### config.mk
export PLATFORM = sky130hd
export DESIGN_NAME = gold_spawn_controller
export DESIGN_NICKNAME = d
export VERILOG_FILES = /design/src/rtl/battle_city_pkg.sv /design/src/rtl/lfsr16.sv /design/src/rtl/gold_spawn_controller.sv
export SDC_FILE = /design/constraint.sdc
export NUM_CORES = 1
export LEC_CHECK = 0
export ABC_AREA = 1
export CAP_MARGIN = 10
export CELL_PAD_IN_SITES_DETAIL_PLACEMENT = 0
export CELL_PAD_IN_SITES_GLOBAL_PLACEMENT = 2
export CORE_MARGIN = 3
export CORE_UTILIZATION = 36
export CTS_CLUSTER_SIZE = 10
export DETAILED_ROUTE_END_ITERATION = 7
export PLACE_DENSITY_LB_ADDON = 0.1
export SYNTH_ARGS = -nofsm -noshare
export SYNTH_HDL_FRONTEND = slang
export SYNTH_SLANG_ARGS = --single-unit
### constraint.sdc
create_clock -name clk -period 2.05 [get_ports clk]
set_input_delay 0.3075 -clock clk [delete_from_list [all_inputs] [get_ports clk]]
set_output_delay 0.3075 -clock clk [all_outputs]
set_load 0.02 [all_outputs]
### src/rtl/battle_city_pkg.sv
// rtl/battle_city_pkg.sv - shared types and constants for the battle city game logic
package battle_city_pkg;

  typedef enum logic [1:0] {
    S_HIDDEN,
    S_PICK,
    S_SPAWN,
    S_ACTIVE
  } gold_state_t;

  typedef logic [4:0] tile_t;

  localparam int TILE_SIZE = 32;
  localparam logic [15:0] LFSR_MASK = 16'hB400;

  function automatic logic [15:0] lfsr_next(input logic [15:0] q);
    return q[0] ? ((q >> 1) ^ LFSR_MASK) : (q >> 1);
  endfunction

endpackage

### src/rtl/lfsr16.sv
// rtl/lfsr16.sv - free-running 16-bit Galois LFSR, one step per clock
module lfsr16
  import battle_city_pkg::*;
#(
  parameter logic [15:0] SEED = 16'hACE1
) (
  input  logic        clk,
  input  logic        resetN,
  output logic [15:0] q
);

  always_ff @(posedge clk or negedge resetN) begin
    if (!resetN) begin
      q <= SEED;
    end else begin
      q <= lfsr_next(q);
    end
  end

endmodule

### src/rtl/gold_spawn_controller.sv
// rtl/gold_spawn_controller.sv - gold spawn/take FSM; GOLD_TIMEOUT_EN enables gold expiry
module gold_spawn_controller
  import battle_city_pkg::*;
#(
  parameter int          GRID_X_MAX      = 19,
  parameter int          GRID_Y_MAX      = 14,
  parameter int          RESPAWN_FRAMES  = 120,
  parameter int          LIFETIME_FRAMES = 600,
  parameter logic [15:0] LFSR_SEED       = 16'hACE1,
  parameter int          MAX_TRIES       = 8
) (
  input  logic       clk,
  input  logic       resetN,
  input  logic       frame_tick,
  input  logic       gold_take1,
  input  logic       gold_take2,
  output logic [4:0] randomX,
  output logic [4:0] randomY,
  output logic       gold_up,
  output logic       gold_active,
  output logic       p1_score,
  output logic       p2_score
);

  localparam tile_t       GX         = tile_t'(GRID_X_MAX);
  localparam tile_t       GY         = tile_t'(GRID_Y_MAX);
  localparam tile_t       FB_X       = tile_t'(GRID_X_MAX / 2);
  localparam tile_t       FB_Y       = tile_t'(GRID_Y_MAX / 2);
  localparam logic [15:0] RESPAWN_LD = 16'(RESPAWN_FRAMES);
  localparam logic [15:0] LIFE_LD    = 16'(LIFETIME_FRAMES);
  localparam logic [3:0]  LAST_TRY   = 4'(MAX_TRIES - 1);

  gold_state_t state, state_n;
  logic [15:0] frame_cnt, frame_cnt_n;
  logic [3:0]  tries, tries_n;
  tile_t       x_n, y_n;
  logic [9:0]  prev_xy, prev_n;
  logic        p1_n, p2_n;
  logic [15:0] lfsr_q;
  tile_t       cand_x, cand_y, fb_x;
  logic        cand_ok;

  lfsr16 #(.SEED(LFSR_SEED)) u_lfsr (
    .clk    (clk),
    .resetN (resetN),
    .q      (lfsr_q)
  );

  assign cand_x  = lfsr_q[4:0];
  assign cand_y  = lfsr_q[9:5];
  assign cand_ok = (cand_x <= GX) && (cand_y <= GY) && ({cand_x, cand_y} != prev_xy);
  // The centre fallback must still move the gold if it was last shown there
  assign fb_x    = ({FB_X, FB_Y} == prev_xy) ? FB_X + 5'd1 : FB_X;

  always_ff @(posedge clk or negedge resetN) begin
    if (!resetN) begin
      state     <= S_HIDDEN;
      frame_cnt <= RESPAWN_LD;
      tries     <= '0;
      randomX   <= '0;
      randomY   <= '0;
      prev_xy   <= '0;
      p1_score  <= 1'b0;
      p2_score  <= 1'b0;
    end else begin
      state     <= state_n;
      frame_cnt <= frame_cnt_n;
      tries     <= tries_n;
      randomX   <= x_n;
      randomY   <= y_n;
      prev_xy   <= prev_n;
      p1_score  <= p1_n;
      p2_score  <= p2_n;
    end
  end

  always_comb begin
    state_n     = state;
    frame_cnt_n = frame_cnt;
    tries_n     = tries;
    x_n         = randomX;
    y_n         = randomY;
    prev_n      = prev_xy;
    p1_n        = 1'b0;
    p2_n        = 1'b0;
    gold_up     = 1'b0;
    gold_active = 1'b0;
    case (state)
      S_HIDDEN: begin
        if (frame_tick) begin
          if (frame_cnt <= 16'd1) begin
            frame_cnt_n = '0;
            tries_n     = '0;
            state_n     = S_PICK;
          end else begin
            frame_cnt_n = frame_cnt - 16'd1;
          end
        end
      end
      S_PICK: begin
        if (cand_ok) begin
          x_n     = cand_x;
          y_n     = cand_y;
          state_n = S_SPAWN;
        end else if (tries == LAST_TRY) begin
          x_n     = fb_x;
          y_n     = FB_Y;
          state_n = S_SPAWN;
        end else begin
          tries_n = tries + 4'd1;
        end
      end
      S_SPAWN: begin
        gold_up     = 1'b1;
        prev_n      = {randomX, randomY};
        frame_cnt_n = LIFE_LD;
        state_n     = S_ACTIVE;
      end
      S_ACTIVE: begin
        gold_active = 1'b1;
        // Player 1 has priority when both tanks reach the gold together
        if (gold_take1) begin
          p1_n        = 1'b1;
          frame_cnt_n = RESPAWN_LD;
          state_n     = S_HIDDEN;
        end else if (gold_take2) begin
          p2_n        = 1'b1;
          frame_cnt_n = RESPAWN_LD;
          state_n     = S_HIDDEN;
        end
`ifdef GOLD_TIMEOUT_EN
        else if (frame_tick) begin
          if (frame_cnt <= 16'd1) begin
            frame_cnt_n = RESPAWN_LD;
            state_n     = S_HIDDEN;
          end else begin
            frame_cnt_n = frame_cnt - 16'd1;
          end
        end
`else
        else begin
          frame_cnt_n = frame_cnt;
        end
`endif
      end
      default: state_n = S_HIDDEN;
    endcase
  end

endmodule

==> summary.txt <==
Status
  • Status: complete, no violations

STA
  • Tmin final: about 1.8 ns
  • Peak Freq: 544 MHz
  • Fin. Hold Viols: 0
  • Worst Tran Pin Value: about 0.36 ns
  • RSZ-0062 raised after global routing: false
  • Period utilization: between 80% and 90%
  • Final setup TNS: 0 ns
  • Max Slew Vio Count: 0
  • Setup violators final: 0
  • Clock Skew: about 0.011 ns
  • Max_slew headroom: between 70% and 80%

Drt
  • Vias/cell: around 4.7
  • WL final: 6560 um
  • WL/cell: between 10 and 15 um
  • DRT Pass-1 Iters: 4
  • Detailed router's first-iteration violation count: 60
  • Post-route DRC: 0
  • Post-DRT Antenna Nets: 0
  • Vias: between 2000 and 2500

Clock network
  • Num CTS Buffers: 9
  • Worst-Skew Late Latency: 0.34 ns
  • Clk root buf: clkbuf_8
  • Bufs on Longest Clock Path: 2
  • Reg clk slew, reported paths: roughly 0.080 ns
  • Post-CTS Setup Bufs: 0
  • CTS tree: done
  • H-tree levels: 3
  • Num Clock Sinks: 60

Floorplanning
  • Initial Utilization: between 30 and 40%
  • Die area: between 9000 and 10000 um^2
  • I/O pin cnt: 19
  • Site Rows: 32
  • Die width: between 90 and 100 um
  • Die height: roughly 97 um
  • CORE AREA: ~8000 um^2

Min path
  • Min-Delay Path Class: reg -> reg

Finish
  • FF/Latch Area: 1520 um^2
  • Area delta synth->final: 17.2%
  • Final Core Density: about 44%
  • Fill count: about 780
  • Multi-input gate area: between 1000 and 1500 um^2
  • Non-filler instance count after layout: around 500
  • Fin nets: between 300 and 400
  • Number of inserted diodes: 0
  • Layout cell share with drive strength beyond 1: between 10% and 20%

Critical path
  • CP delay by family, top: flip-flops
  • WP buf/inv: 4
  • CP max FO: 11
  • Crit. End Element: flop
  • Crit path max-delay cell type: dfrtp_1
  • CP Class: reg -> reg
  • Worst EP required: between 2 and 2.5 ns
  • Worst path cell trace: inv_1 -> ha_1 -> inv_2 -> nor2_1 -> a31oi_2 -> nand2_2 -> inv_4 -> nand2_1 -> inv_1 -> nand2_1 -> o21ai_0
  • CP Launch Type: flop
  • Worst Path Arrival: 2.11 ns
  • Max incr delay on CP: approximately 0.44 ns

Power
  • Psw: just under 1 mW
  • Cell Pwr Density: approximately 870 nW/um^2
  • P_int: 2.07 mW
  • Sequential power share: 44.6%
  • Part of the power in combinational logic: 20.4%
  • Clk network pwr share: roughly a third
  • Worst vdd ir: about 0.35 mV
  • P_leak: 1.71 nW
  • Sw frac: between 30% and 40%

Logic synthesis
  • Sequential fraction of the synthesis area: between 50% and 60%
  • Synth cell types: 39
  • Flops & latches, synth: 60
  • Ys Warns: 0
  • Yosys top cell by area: dfrtp_1
  • Post-synth top cells: 90 x nand2_1, 48 x dfrtp_1, 48 x nor2_1
  • Post-Syn Nets: between 300 and 400
  • Avg Cell Area, Syn: 8.44 um^2
  • Async S/R FF share, synth: between 90% and 100%
  • Most frequent cell after synthesis: nand2_1
  • Post-synth top area share: about two fifths
  • Post-Syn Area: about 3000 um^2
  • Cell count after synthesis: around 360
  • Primary FF master, synth: dfrtp_1
  • Top cells by area, synth: dfrtp_1 40%, nand2_1 11%, dfstp_2 10%
  • Post-synth EDFFs: 0

GRT
  • First-pass GRT wire length: around 11000 um
  • GRT Resource Usage Total: approximately 15%
  • Grt total ovfl: 0
  • Largest net degree at the start of global routing: 61
  • Antenna violations before repair: 0
  • Vias in the first global route: 2199

Placement
  • GPL Wtd Cong: slightly above 0.8
  • Post-DP HPWL: 4570 um
  • Placed insts: 476
  • Buffers on Ports: 18

Job
  • Max-cap violations: 0
registers in the layout, summed over array words and instances (netlist names):
register and count:
randomY 5, p2_score 1, p1_score 1, randomX 5, u_lfsr.q 16, frame_cnt 16
state 2, prev_xy 10, tries 4
power groups by stage:
stage / combinational [mW] / sequential (mW) / clock, mW
after floorplan: 0.488 / 1.36 / 0
after global placement: 0.631 / 1.39 / 0
after detailed placement: 0.623 / 1.39 / 0
after CTS: 0.627 / 1.37 / 1.10
after global routing: 0.715 / 1.38 / 1.15
final: 0.623 / 1.36 / 1.07
area by class of cell:
type | count | area share [%]
clock inverters | 6 | 1.85
inverters | 49 | 5.33
clock buffers | 10 | 3.63
multi-input cells | 241 | 35.6
well taps | 102 | 3.63
flip-flops and latches | 60 | 43.1
repair buffers | 25 | 6.83
final timing paths:
path,startpoint,end,slack [ns],cells after the start
min,u_lfsr.q[12],u_lfsr.q[11],0.36,0
max,state[0],frame_cnt[0],0.21,11
max reg2reg,state[0],frame_cnt[0],0.21,11
max in group asynchronous,resetN,u_lfsr.q[10],1.22,3
min reg2reg,u_lfsr.q[12],u_lfsr.q[11],0.36,0
min in group asynchronous,resetN,prev_xy[7],0.50,3
cells by family after synthesis:
logic type	count (synthesis)	synth area share [%]
flip-flops	60	50.5
XOR/XNOR	13	3.79
buffers and inverters	55	7.79
AND/OR/NAND/NOR	184	27.4
adder cells (fa/ha/maj)	7	2.92
AO/OA/AOI/OAI	37	7.62
cell usage in the layout (no fill, tap or decap), types with 5 or more instances in the layout:
cell type,synthesis,final
a21oi_1,9,9
buf_4,1,5
clkbuf_8,0,9
clkdlybuf4s50_1,0,15
dfrtp_1,48,47
dfstp_2,12,12
ha_1,7,7
inv_1,42,42
inv_2,6,5
nand2_1,90,90
nand3_1,16,16
nand4_1,7,7
nor2_1,48,48
o21ai_0,13,13
xor2_1,9,9
repair_timing:
action                     in CTS  in global routing
resized for setup               2                  2
hold buffers                    1                  0
hold endpoints to repair       48                  0
setup endpoints to repair       2                  2
through the flow:
| step | hold WS [ns] | total power, mW | setup WS [ns] | area [um^2] |
|---|---|---|---|---|
| CTS | 0.358 | 3.09 | 0.146 | 3520 |
| finish | 0.355 | 3.06 | 0.211 | 3520 |
| floorplan | 0.0119 | 1.85 | 0.432 | 3000 |
| detailed placement | 0.341 | 2.01 | 0.162 | 3320 |
| global route | 0.361 | 3.25 | 0.000429 | 3520 |
| global placement | 0.337 | 2.02 | 0.214 | 3320 |
routing by layer:
metal	vias to the layer above	part of all wire (%)	GRT usage [%]
met1	1075	51	20.6
met4	0	3.0	8.31
li1	1185	-	-
met3	16	2.3	2.58
met2	28	44	21.2
met5	-	0	0
(Power assumes the default switching activity.)
